**config.mk**
```make
export PLATFORM = sky130hd
export DESIGN_NAME = xgmii_tx_arb
export DESIGN_NICKNAME = d
export VERILOG_FILES = /design/src/rtl/xgmii_pkg.sv /design/src/rtl/xgmii_rr_pick.sv /design/src/rtl/xgmii_tx_arb.sv
export SDC_FILE = /design/constraint.sdc
export NUM_CORES = 1
export LEC_CHECK = 0
export BUFFER_PORTS_ARGS = -buffer_cell sky130_fd_sc_hd__buf_4
export CAP_MARGIN = 20
export CORE_AREA = 2 2 103 105
export CTS_BUF_LIST = sky130_fd_sc_hd__clkbuf_8
export CTS_CLUSTER_DIAMETER = 40
export DETAILED_ROUTE_END_ITERATION = 10
export DIE_AREA = 0 0 105 107
export PLACE_DENSITY_LB_ADDON = 0.25
export SLEW_MARGIN = 20
export SYNTH_ARGS = -nofsm -noshare
export SYNTH_HDL_FRONTEND = slang
export SYNTH_SLANG_ARGS = --single-unit
```
**constraint.sdc**
```tcl
create_clock -name tx_user_clk -period 1.95 [get_ports tx_user_clk]
set_input_delay 0.39 -clock tx_user_clk [delete_from_list [all_inputs] [get_ports tx_user_clk]]
set_output_delay 0.39 -clock tx_user_clk [all_outputs]
set_load 0.01 [all_outputs]
```
**src/rtl/xgmii_pkg.sv**
```systemverilog
// Shared XGMII control words and arbiter state encoding.
// Latency: n/a (types and constants only).
// Backpressure: n/a.
package xgmii_pkg;

   localparam logic [63:0] XGMII_IDLE_D = 64'h0707_0707_0707_0707;
   localparam logic [7:0]  XGMII_IDLE_C = 8'hFF;
   localparam logic [63:0] XGMII_ERR_D  = 64'hFEFE_FEFE_FEFE_FEFE;
   localparam logic [7:0]  XGMII_ERR_C  = 8'hFF;

   typedef enum logic [1:0] {
      IDLE   = 2'd0,
      GRANT0 = 2'd1,
      GRANT1 = 2'd2,
      IPG    = 2'd3
   } arb_state_t;

endpackage

```
**src/rtl/xgmii_rr_pick.sv**
```systemverilog
// Two-way round-robin pick: on a tie the requester not granted most recently wins.
// Latency: combinational; gnt is only meaningful while req is non-zero.
// Backpressure: n/a.
module xgmii_rr_pick (
   input  logic [1:0] req,
   input  logic       last_gnt,
   output logic       gnt
);

   always_comb begin
      gnt = req[1];
      if (req == 2'b11) begin
         gnt = ~last_gnt;
      end
   end

endmodule

```
**src/rtl/xgmii_tx_arb.sv**
```systemverilog
// Two framed requesters share one half-rate XGMII slot stream; XGMII_ARB_STATS_EN adds per-port frame counters.
// Latency: a word accepted in a pre-slot cycle is on xgmii_txd_o/xgmii_txc_o in the following slot cycle.
// Backpressure: sN_ready_o only in pre-slot cycles of the granted port; a missing word mid-frame becomes an error slot.
module xgmii_tx_arb
   import xgmii_pkg::*;
#(
   parameter int IPG_WORDS = 1
) (
   input  logic        tx_user_clk,
   input  logic        tx_user_rst,
   input  logic [63:0] s0_txd_i,
   input  logic [7:0]  s0_txc_i,
   input  logic        s0_valid_i,
   input  logic        s0_last_i,
   output logic        s0_ready_o,
   input  logic [63:0] s1_txd_i,
   input  logic [7:0]  s1_txc_i,
   input  logic        s1_valid_i,
   input  logic        s1_last_i,
   output logic        s1_ready_o,
   output logic [63:0] xgmii_txd_o,
   output logic [7:0]  xgmii_txc_o,
   output logic        xgmii_txd_vld_o,
`ifdef XGMII_ARB_STATS_EN
   output logic [31:0] frame_cnt0_o,
   output logic [31:0] frame_cnt1_o,
`endif
   output logic        underrun_o
);

   localparam logic [3:0] IPG_LOAD = 4'(IPG_WORDS);

   arb_state_t  state_q, state_d;
   logic [3:0]  ipg_cnt_q, ipg_cnt_d;
   logic        rr_last_q, rr_last_d;
   logic [63:0] txd_d;
   logic [7:0]  txc_d;
   logic        underrun_d;
   logic        pre_slot;
   logic        pick;
   logic        sel_port;
   logic        sel_valid;
   logic        sel_last;
   logic [63:0] sel_txd;
   logic [7:0]  sel_txc;

   assign pre_slot = ~xgmii_txd_vld_o & ~tx_user_rst;

   assign s0_ready_o = pre_slot & (state_q == GRANT0);
   assign s1_ready_o = pre_slot & (state_q == GRANT1);

   assign sel_port  = (state_q == GRANT1);
   assign sel_valid = sel_port ? s1_valid_i : s0_valid_i;
   assign sel_last  = sel_port ? s1_last_i  : s0_last_i;
   assign sel_txd   = sel_port ? s1_txd_i   : s0_txd_i;
   assign sel_txc   = sel_port ? s1_txc_i   : s0_txc_i;

   xgmii_rr_pick u_rr_pick (
      .req      ({s1_valid_i, s0_valid_i}),
      .last_gnt (rr_last_q),
      .gnt      (pick)
   );

   always_comb begin
      state_d    = state_q;
      ipg_cnt_d  = ipg_cnt_q;
      rr_last_d  = rr_last_q;
      txd_d      = XGMII_IDLE_D;
      txc_d      = XGMII_IDLE_C;
      underrun_d = 1'b0;
      if (pre_slot) begin
         unique case (state_q)
            IDLE: begin
               if (s0_valid_i | s1_valid_i) begin
                  state_d   = pick ? GRANT1 : GRANT0;
                  rr_last_d = pick;
               end
            end
            GRANT0, GRANT1: begin
               if (sel_valid) begin
                  txd_d = sel_txd;
                  txc_d = sel_txc;
                  if (sel_last) begin
                     state_d   = (IPG_WORDS == 0) ? IDLE : IPG;
                     ipg_cnt_d = IPG_LOAD;
                  end
               end else begin
                  txd_d      = XGMII_ERR_D;
                  txc_d      = XGMII_ERR_C;
                  underrun_d = 1'b1;
               end
            end
            IPG: begin
               ipg_cnt_d = ipg_cnt_q - 4'd1;
               if (ipg_cnt_q <= 4'd1) begin
                  state_d   = IDLE;
                  ipg_cnt_d = 4'd0;
               end
            end
            default: state_d = IDLE;
         endcase
      end
   end

   // rr_last_q remembers the last granted port; resetting it to 1 hands port 0 the first tie.
   always_ff @(posedge tx_user_clk) begin
      if (tx_user_rst) begin
         state_q         <= IDLE;
         ipg_cnt_q       <= 4'd0;
         rr_last_q       <= 1'b1;
         xgmii_txd_vld_o <= 1'b0;
         xgmii_txd_o     <= XGMII_IDLE_D;
         xgmii_txc_o     <= XGMII_IDLE_C;
         underrun_o      <= 1'b0;
      end else begin
         state_q         <= state_d;
         ipg_cnt_q       <= ipg_cnt_d;
         rr_last_q       <= rr_last_d;
         xgmii_txd_vld_o <= ~xgmii_txd_vld_o;
         underrun_o      <= underrun_d;
         if (pre_slot) begin
            xgmii_txd_o <= txd_d;
            xgmii_txc_o <= txc_d;
         end
      end
   end

`ifdef XGMII_ARB_STATS_EN
   always_ff @(posedge tx_user_clk) begin
      if (tx_user_rst) begin
         frame_cnt0_o <= 32'd0;
         frame_cnt1_o <= 32'd0;
      end else begin
         if (s0_ready_o && s0_valid_i && s0_last_i) begin
            frame_cnt0_o <= frame_cnt0_o + 32'd1;
         end
         if (s1_ready_o && s1_valid_i && s1_last_i) begin
            frame_cnt1_o <= frame_cnt1_o + 32'd1;
         end
      end
   end
`endif

endmodule
```
Yosys cells after proc, flatten, opt, wreduce, memory -nomap -nowiden
Index checks and enable logic that the tools add are counted.

Register bits: 81. Input bits: 150. Output and inout bits: 76. Word-level logic and storage cells: 53.

Add/sub/neg operators: 1. $lt $le $gt $ge: 1. Equality and inequality tests: 8. Muxes and demuxes: 20. Bitwise logic cells: 9. Reductions and logical operators: 7.

Operators by type and width (number): $mux W64 (3); $mux W8 (3); $mux W4 (3); $mux W2 (5); $ne A2 B2 Y1 const B (4); $pmux W4 S2 (1); $eq A2 B2 Y1 const B (3); $pmux W2 S3 (1); $not A1 Y1 (5); $reduce_and A5 Y1 (1); $le A4 B1 Y1 const B (1); $mux W1 (4); $reduce_and A4 Y1 (1); $sub A4 B1 Y4 const B (1); $and A1 B1 Y1 (3); $reduce_and A3 Y1 (1); $reduce_or A3 Y1 (1); $eq A2 B1 Y1 const B (1); $logic_not A2 Y1 (1); $reduce_bool A2 Y1 (1); $reduce_or A2 Y1 (1); $or A1 B1 Y1 (1).

Longest topological paths before layout
Gate-level depths: netlist of the first run.

Depth after elaboration: 5. Mapped depth: 9. Mapped depth without buffers: 6.

Cells and area by module
Synthesis of the first run repeated with hierarchy kept, for this count alone.

Cell total of the unflattened synthesis: 471. Area total of the unflattened synthesis: 4254.1 um2.

Modules (own cells, without submodules): xgmii_tx_arb (times used 1, cells each 470, area an instance 4242.8 um2); xgmii_rr_pick (times used 1, cells each 1, area an instance 11.3 um2).

Worst setup path after synthesis of the first run
Ideal clock, no wire load.

Path kind: reg-to-reg. Start: register state_q[0]. End: register xgmii_txd_o[42]. Setup time: 123 ps. Arrival time: 1775 ps. Required time: 1827 ps. Slack: 52 ps. Cell stages (with the launch flop): 8. Path through: dfxtp_1 -> inv_1 -> ha_1 -> clkinv_1 -> nor3_4 -> buf_2 -> a21oi_1 -> or2_2.

Word-level cells in the longest chain between the ends: 4. Elaborated cells between the ends (all ways): 7. Those cells by class: 2 x eq/ne; 4 x mux; 1 x reduce/logical.

Ends and longest elaborated chain: from (decl) (RTL line xgmii_tx_arb.sv:33) `arb_state_t state_q, state_d;`; from (signal assigned) (RTL line xgmii_tx_arb.sv:116) `state_q <= state_d;`; $eq A2 B2 Y1 (RTL line xgmii_tx_arb.sv:52, xgmii_tx_arb.sv:72); $mux W64 or $mux W1 (tied branches) (RTL line xgmii_tx_arb.sv:55, xgmii_tx_arb.sv:53); $mux W64 (RTL line xgmii_tx_arb.sv:80) `if (sel_valid) begin`; $mux W64 * (RTL line xgmii_tx_arb.sv:72) `unique case (state_q)`; to (signal assigned) (RTL line xgmii_tx_arb.sv:122) `xgmii_txd_o <= txd_d;`; to (decl) (RTL line xgmii_tx_arb.sv:21) `output logic [63:0] xgmii_txd_o,`.

Every way passes the cells marked *; elsewhere a longest branch is shown, timed or not. A chain may end at the register's enable or synchronous reset.

Worst setup path after layout of the first run
Start: register state_q[0]. End: output port s1_ready_o.

Word-level cells in the longest chain between the ends: 2.

Ends and longest elaborated chain: $eq A2 B2 Y1 (RTL line xgmii_tx_arb.sv:50) `assign s1_ready_o = pre_slot & (state_q == GRANT1);`; $and A1 B1 Y1 (RTL line xgmii_tx_arb.sv:50); to (decl) (RTL line xgmii_tx_arb.sv:20) `output logic s1_ready_o,`.

Every way passes these cells.

==> impl_metrics.tcl, run 1 <==
set metrics [dict create \
    grt_pass1_vias 3978 \
    path_class "flop to output pin" \
    die_area_um2 11200 \
    fp.coreArea_um2 10100 \
    slowest_delay_ns 0.33 \
    hold_class "primary input to flop" \
    grt_overflow 0 \
    cts-root-buf "clkbuf_8" \
    crit_slowest_cell "dfxtp_1" \
    grt_start_max_net_pins 116 \
    power_density_nw_per_um2 1040 \
    std_cell_rows 37 \
    max_cap_viol_count 0 \
    worstHoldStart "s0_valid_i" \
    dr.pass1.iters 4 \
    critPathArrivalTime_ns 1.48 \
    wirelength_um 11600 \
    via_per_inst 5.04 \
    tritoncts "yes" \
    cts_hold_buf 0 \
    crit_start "state_q[0]" \
    finalHoldViolCount 0 \
    synth_nets 624 \
    routabilityCongestion 0.799 \
    syn_to_final_growth_pct 50.1 \
    multi_input_area_um2 2350 \
    ys_seq_area_share_pct 38.8 \
    die_h_um 107 \
    cts_sinks 81 \
    worstPathMaxFanout 37 \
    syn-instance-count 468 \
    required_ns 1.56 \
    ys.flop_type "dfxtp_1" \
    post-route-period-util_pct 96.2 \
    finalSetupViolCount 0 \
    register_area_um2 1630 \
    ant_nets 0 \
    finalWorstSetupSlack_ns 0.0751 \
    post_cts_resized 1 \
    htree_num_levels 3 \
    drtIter0Drc 180 \
    startpoint_type "flop" \
    clk_pin_slew_ns 0.08 \
    async_reset_ff_share_pct 0 \
    path_cells "inv_2 -> ha_4 -> buf_16 -> and2_4 -> buf_4" \
    fmaxAchievable_mhz 533 \
    final_nets 832 \
    yosysWarnings 0 \
    finalCriticalPeriod_ns 1.87 \
    clk_latency_ns 0.34 \
    syn-mean-instance-area_um2 8.93 \
    numPlacedInstances 801 \
    antenna_found_initial 0 \
    outcome "completed" \
    max-clock-path-buffers 2 \
    hpwl_um 8390 \
    grt_pass1_wl_um 18600 \
    num_io_pins 226 \
    p_leak_nw 2.65 \
    track_usage_pct 20.2 \
    antenna_cells 0 \
    drive_above_1_share_pct 41.3 \
    ir_drop_uv 494 \
    slew_viol_final 0 \
    fillCellCount 864 \
    worst_pin_slew_ns 0.660 \
    drt_drc_violations_left 0 \
    critPathCaptureType "output pin" \
    yosysUniqueCellTypes 37 \
    finClkSkew_ns 0.00505 \
    avgRoutedWirePerCell_um 14.2 \
    synth_edf_count 0 \
    port_buffers 225 \
    preCtsSetupSlack_ns 0.000631 \
    fin_util_pct 62.1 \
    fp.dieW_um 105 \
    cts-buffers-inserted 9 \
    relSlewSlack_pct 56.0 \
    ys_ff_latch 81 \
    r2r_start "state_q[1]" \
    rsz0062_at_grt "yes" \
    start_util_pct 41.4 \
    vias 4114 \
    syn-cell-area_um2 4180 \
    final_cells 817 \
    cts_setup_buffers 0 \
]
-- cell type report --
| cell class | count | share of cell area (%) |
|---|---|---|
| multi-input combinational | 331 | 37.5 |
| inverter | 15 | 0.898 |
| sequential | 81 | 25.9 |
| clock buffer | 12 | 2.63 |
| timing repair buffer | 238 | 29.6 |
| clock inverter | 4 | 0.778 |
| tap | 136 | 2.71 |
-- layer usage --
layer | track usage [%] | vias to the layer above | wire (µm)
met5 | 0 | - | 0
met4 | 7.14 | 0 | 171
li1 | - | 2067 | -
met3 | 5.90 | 15 | 988
met1 | 24.7 | 1857 | 4870
met2 | 34.0 | 175 | 5540
-- sequential cells by signal, summed over array words and instances, names as in the netlist --
name             cells
underrun_o           1
xgmii_txd_vld_o      1
rr_last_q            1
state_q              2
xgmii_txd_o         64
xgmii_txc_o          8
ipg_cnt_q            4
-- worst max-delay path: cells and delay by family, from the launching register on --
kind	cells	cell delay (ns)
fa+ha+maj	1	0.18
buf+inv	3	0.44
flops	1	0.33
simple gates	1	0.19
-- per-stage QoR --
| stage | TNS (ns) | hold WS, ns | area, µm² | power (mW) |
|---|---|---|---|---|
| after global routing | -0.0889 | 0.404 | 6270 | 6.95 |
| final | 0 | 0.405 | 6270 | 6.50 |
| after detailed placement | 0 | 0.474 | 6040 | 5.23 |
| after global placement | 0 | 0.464 | 6040 | 5.15 |
| after CTS | 0 | 0.389 | 6260 | 6.55 |
| after floorplan | 0 | 0.459 | 4180 | 3.99 |
-- placed cells by master (no fill, tap or decap), drive strengths merged --
cell and instances:
bufinv 1, clkinvlp 1, a22o 7, clkinv 2
o211a 1, a211o 1, ha 6, a31o 1
nor3 5, a211oi 40, nand2b 9, and2 2
nand3 3, nand3b 2, o21ai 12, nor2 46
inv 15, a311oi 1, a21oi 58, mux2 2
buf 238, dfxtp 81, o21a 1, nand2 11
a31oi 1, or3b 1, clkbuf 12, mux2i 82
o31ai 1, nor2b 17, nand4b 1, nor4bb 2
or2 18
-- worst paths after layout --
kind / to / slack [ns] / depth (start not counted)
hold / removal: rr_last_q / 0.41 / 3
hold reg to reg: xgmii_txd_o[48] / 0.49 / 2
setup / recovery: s1_ready_o / 0.08 / 5
setup reg to reg: ipg_cnt_q[1] / 0.08 / 6
-- cell families after synthesis --
kind of cell / Yosys count / share of synthesized area, %
multiplexers: 84 / 20.2
flip-flops: 81 / 38.8
adder cells (fa/ha/maj): 6 / 1.80
AND/OR/NAND/NOR: 117 / 14.9
AO/OA/AOI/OAI: 124 / 18.8
buffers and inverters: 56 / 5.54
-- cell usage after synthesis, types with 2 or more instances --
cell type  number  area share, %
mux2i_1        82             20
dfxtp_1        81             39
a21oi_1        58            6.9
nor2_1         46            4.1
a211oi_1       40            7.2
clkbuf_1       25            2.2
nor2b_1        17            2.5
or2_2          14            2.1
inv_1          13            1.2
o21ai_0        12            1.4
buf_2          11            1.3
nand2_1        11           0.99
nand2b_1        9            1.3
a22o_1          7            1.5
ha_1            6            1.8
buf_1           4           0.36
nor3_1          4           0.48
nand3_1         3           0.36
or2_1           3           0.45
and2_1          2           0.30
clkinv_1        2           0.18
mux2_2          2           0.54
nor4bb_1        2           0.48
-- report_power, final --
group	total (mW)	switching (mW)	internal (mW)
Clock	1.31	0.613	0.696
Combinational	3.02	1.51	1.51
Sequential	2.17	0.188	1.98
Total	6.50	2.31	4.19
Power figures use the tool's default switching activity.
==> inputs of run 2 (changes only) <==
ABC_AREA = 1   (was default)
==> impl_metrics.tcl, run 2 <==
set metrics [dict create \
    routabilityCongestion 0.908 \
    final.setup.tns_ns 0 \
    cts_setup_buffers 0 \
    reg_top3 "xgmii_txd_o: 64 flops, xgmii_txc_o: 8 flops, ipg_cnt_q: 4 flops" \
    p_leak_nw 2.96 \
    r2r_setup_slack_ns 0.20 \
    largest_reg_flops 64 \
    cts_sinks 81 \
    syn_to_final_growth_pct 51.1 \
    critPathCaptureType "output pin" \
    finalSetupViolCount 0 \
    path_class "flop to output pin" \
    port_buffers 225 \
    drt_drc_violations_left 0 \
    whs_ns 0.302 \
    synthMuxAreaShare_pct 2.98 \
    outcome "completed" \
    synth-xor-area-share_pct 0 \
    drive_above_1_share_pct 32.9 \
    max-clock-path-buffers 2 \
    fmaxAchievable_mhz 536 \
    grt_pass1_wl_um 20700 \
    start_util_pct 40.0 \
    rr_worst_depth 9 \
    power_density_nw_per_um2 773 \
    cts-root-buf "clkbuf_8" \
    yosysWarnings 0 \
    synth_compound_area_share_pct 15.6 \
    slew_viol_final 0 \
    final_cell_mix "buf_4, nand2_1, dfxtp_1, nand3_1, nor2_1" \
    yosysMostFrequentCell "nand2_1" \
    std_cell_rows 37 \
    rsz0062_at_grt "yes" \
    grt_pass1_vias 4434 \
    r2r_start "state_q[1]" \
    yosysUniqueCellTypes 24 \
    die_area_um2 11200 \
    track_usage_pct 22.6 \
    synth.largest_area_cell "dfxtp_1" \
    netlist.area_leader.share_pct 40.2 \
    syn-mean-instance-area_um2 6.77 \
    clk_latency_ns 0.35 \
    synth_common_cells "nand2_1, dfxtp_1, nand3_1" \
    htree_num_levels 3 \
    largest-register "xgmii_txd_o" \
    finalHoldViolCount 0 \
    final_common_cell "buf_4" \
    cts-buffers-inserted 9 \
    synth_nets 752 \
    antenna_cells 0 \
    crit_start "state_q[0]" \
    drtIter0Drc 287 \
    ys.flop_type "dfxtp_1" \
    wirelength_um 12900 \
    cts_hold_buf 0 \
    relSlewSlack_pct 66.6 \
    crit-reg2reg-capture "xgmii_txd_o[44]" \
    avgRoutedWirePerCell_um 13.7 \
    synthTopCellsByArea "dfxtp_1, nand2_1, nand3_1, nor2_1, o22ai_1" \
    ys_ff_latch 81 \
    die_h_um 107 \
    final_nets 964 \
    syn-instance-count 596 \
    num_io_pins 226 \
    synth_edf_count 0 \
    required_ns 1.56 \
    max_cap_viol_count 0 \
    via_per_inst 4.91 \
    worst_pin_slew_ns 0.501 \
    endpoint "s1_ready_o" \
    async_reset_ff_share_pct 0 \
    tritoncts "yes" \
    ant_nets 0 \
    antenna_found_initial 0 \
    vias 4659 \
    yosys.area_share.adder_pct 1.86 \
    synth-simple-area-share_pct 30.7 \
    finClkSkew_ns 0.0103 \
    fp.coreArea_um2 10100 \
    startpoint_type "flop" \
    post_cts_resized 3 \
    grt_start_max_net_pins 58 \
    worstPathMaxFanout 32 \
    post-route-period-util_pct 95.7 \
    synth_top_family_by_area "simple AND/OR/NAND/NOR gates" \
    fp.dieW_um 105 \
    clk_pin_slew_ns 0.08 \
    finalCriticalPeriod_ns 1.87 \
    critPathArrivalTime_ns 1.48 \
    ir_drop_uv 419 \
    grt_overflow 0 \
    dr.pass1.iters 5 \
    ys_seq_area_share_pct 40.2 \
    hold_class "primary input to flop" \
    hpwl_um 9900 \
    syn-cell-area_um2 4030 \
]
## run 2: cell type report
class	instances	area [µm²]
flip-flops and latches	81	1620
clock buffers	10	138
repair buffers	242	1850
clock inverters	5	80.1
fillers	951	4000
inverters	42	163
well taps	136	170
multi-input cells	432	2060
## run 2: worst min path at each step
| stage | start | end | slack [ns] | cells after the start |
|---|---|---|---|---|
| after floorplan | ipg_cnt_q[2] | ipg_cnt_q[2] | 0.48 | 2 |
| after global placement | xgmii_txd_o[42] | xgmii_txd_o[42] | 0.46 | 2 |
| after detailed placement | xgmii_txc_o[3] | xgmii_txc_o[3] | 0.47 | 2 |
| after CTS | s1_valid_i | rr_last_q | 0.29 | 3 |
| after global routing | s1_valid_i | rr_last_q | 0.32 | 3 |
| final | s1_valid_i | rr_last_q | 0.30 | 3 |
## run 2: power breakdown
| part | leakage (nW) | total [mW] | switching [mW] | internal, mW |
|---|---|---|---|---|
| registers | 0.662 | 1.87 | 0.0796 | 1.79 |
| clock network | 0.104 | 1.36 | 0.610 | 0.747 |
| logic | 2.20 | 1.49 | 0.800 | 0.686 |
| total | 2.96 | 4.71 | 1.49 | 3.22 |
## run 2: cells by family (layout without fill, tap and decap cells)
kind of cell / Yosys count / after routing
buffers and inverters: 83 / 299
muxes: 12 / 12
AOI/OAI and AO/OA: 110 / 110
adders and majority gates: 6 / 6
DFF: 81 / 81
and+or+nand+nor: 304 / 304
## run 2: worst max-delay path: stages, from the launching register on
cell and delay (ns):
dfxtp_2 0.34, inv_1 0.08, ha_2 0.24, inv_4 0.06, buf_12 0.16, nor2_1 0.12, buf_4 0.14
## run 2: metal layers
layer  vias to the layer above  track usage, %  part of all wire, %
li1                       2371               -                    -
met1                      2108            25.9                   40
met2                       159            41.2                   51
met3                        21            5.53                  7.0
met4                         0            7.24                  2.0
met5                         -               0                    0
## run 2: metrics by stage
step	power, mW	util [%]	instance area (µm²)	setup slack [ns]	std cells
after floorplan	2.74	-	4030	0.393	596
after global placement	3.35	58.0	5860	0.285	933
after detailed placement	3.39	58.0	5860	0.220	933
after CTS	4.74	60.3	6090	0.00542	948
after global routing	4.98	60.4	6090	-0.00450	948
final	4.71	60.4	6090	0.0848	948
==> inputs of run 3 (changes only) <==
CORE_AREA = 2 2 97 99   (was 2 2 103 105)
DIE_AREA = 0 0 99 101   (was 0 0 105 107)
SLEW_MARGIN = default   (was 20)
clock period = 1.9 ns   (was 1.95 ns; I/O delays follow)
==> impl_metrics.tcl, run 3 (synthesis gave the netlist of run 2 again) <==
set metrics [dict create \
    ant_nets 0 \
    routabilityCongestion 0.885 \
    required_ns 1.52 \
    path_cells "inv_2 -> ha_4 -> inv_4 -> buf_12 -> nor2_2 -> buf_4" \
    relSlewSlack_pct 66.9 \
    die_area_um2 10000 \
    r2r_setup_slack_ns 0.13 \
    outcome "completed" \
    slew_viol_final 0 \
    grt_pass1_wl_um 20700 \
    rr_worst_depth 9 \
    finClkSkew_ns 0.00928 \
    holdPathStages 3 \
    path_class "flop to output pin" \
    slowest_delay_ns 0.35 \
    track_usage_pct 25.3 \
    vias 4766 \
    worst_pin_slew_ns 0.496 \
    drive_above_1_share_pct 33.5 \
    fp.dieW_um 99 \
    grt_overflow 0 \
    via_per_inst 5.14 \
    syn_to_final_growth_pct 52.3 \
    dr.pass1.iters 5 \
    cts_hold_buf 0 \
    rsz0062_at_grt "no" \
    tritoncts "yes" \
    crit_slowest_cell "dfxtp_2" \
    hold_class "primary input to flop" \
    crit-reg2reg-capture "xgmii_txd_o[52]" \
    critPathArrivalTime_ns 1.41 \
    final_common_cell "buf_4" \
    drt_drc_violations_left 0 \
    largest-register "xgmii_txd_o" \
    max-clock-path-buffers 2 \
    hpwl_um 9330 \
    grt_start_max_net_pins 42 \
    startpoint_type "flop" \
    r2r_start "state_q[1]" \
    std_cell_rows 35 \
    antenna_found_initial 0 \
    final_cell_mix "buf_4, nand2_1, dfxtp_1, nand3_1, nor2_1" \
    post_dp_cell_area_um2 5830 \
    antenna_cells 0 \
    finalPower_mw 4.85 \
    design_area_um2 6140 \
    die_h_um 101 \
    wirelength_um 12700 \
    clk_latency_ns 0.34 \
    start_util_pct 44.9 \
    fmaxAchievable_mhz 557 \
    finalCriticalPeriod_ns 1.79 \
    min_to "rr_last_q" \
    p_leak_nw 3.03 \
    htree_num_levels 3 \
    final.setup.tns_ns 0 \
    max_cap_viol_count 0 \
    clk_pin_slew_ns 0.08 \
    num_io_pins 226 \
    worstHoldStart "s1_valid_i" \
    fp.coreArea_um2 8980 \
    power_density_nw_per_um2 790 \
    drtIter0Drc 199 \
    finalHoldViolCount 0 \
    reg_top3 "xgmii_txd_o: 64 flops, xgmii_txc_o: 8 flops, ipg_cnt_q: 4 flops" \
    post-route-period-util_pct 94.4 \
    avgRoutedWirePerCell_um 13.7 \
    largest_reg_flops 64 \
    final_nets 967 \
    worstPathMaxFanout 16 \
    critPathCaptureType "output pin" \
    cts-root-buf "clkbuf_8" \
    grt_pass1_vias 4553 \
    ir_drop_uv 423 \
    cts-buffers-inserted 9 \
    finalSetupViolCount 0 \
    cts_sinks 81 \
    port_buffers 225 \
]
-- run 3: critical path: cells and delay by family, from the launching register on --
family                   cells  cell delay [ns]
AND/OR/NAND/NOR              1             0.12
adder cells (fa/ha/maj)      1             0.17
buffers and inverters        4             0.42
flip-flops                   1             0.35
-- run 3: per-layer routing --
| metal | global-route usage [%] | share of wire (%) |
|---|---|---|
| met5 | 0 | 0 |
| met4 | 9.91 | 2.4 |
| met3 | 6.52 | 6.8 |
| met2 | 46.0 | 51 |
| met1 | 28.1 | 40 |
-- run 3: how the worst max path moves through the flow --
| stage | start | endpoint | depth (start not counted) |
|---|---|---|---|
| after floorplan | state_q[0] | xgmii_txd_o[20] | 8 |
| after global routing | state_q[0] | s1_ready_o | 6 |
| final | state_q[0] | s1_ready_o | 6 |
| after detailed placement | state_q[0] | xgmii_txd_o[17] | 8 |
| after global placement | state_q[0] | xgmii_txd_o[14] | 9 |
| after CTS | state_q[1] | s1_ready_o | 5 |
-- run 3: where the power goes --
group	switching [mW]	leakage [nW]	internal [mW]
clock	0.612	0.110	0.729
sequential	0.0810	0.662	1.84
combinational	0.834	2.26	0.761
-- run 3: cell type report --
cell class	count	area, µm²
clock buffers	9	124
clock inverters	7	86.3
fillers	772	2830
inverters	42	163
multi-input cells	432	2080
flip-flops and latches	81	1620
well taps	111	139
repair buffers	245	1930
-- run 3: through the flow --
stage	std cells	worst slack, ns	util, %	hold slack [ns]
after global routing	927	0.0261	68.4	0.325
after CTS	925	0.0243	68.2	0.280
after detailed placement	907	0.0860	65.0	0.470
after global placement	907	0.172	65.0	0.465
final	927	0.106	68.4	0.293
after floorplan	596	0.343	-	0.482
-- run 3: timing repair --
action,in CTS,in global routing
gates cloned,2,0
setup endpoints to repair,1,42
endpoints found under the hold margin,0,0
buffers inserted,0,2
pin swaps,0,1
resized for setup,3,4
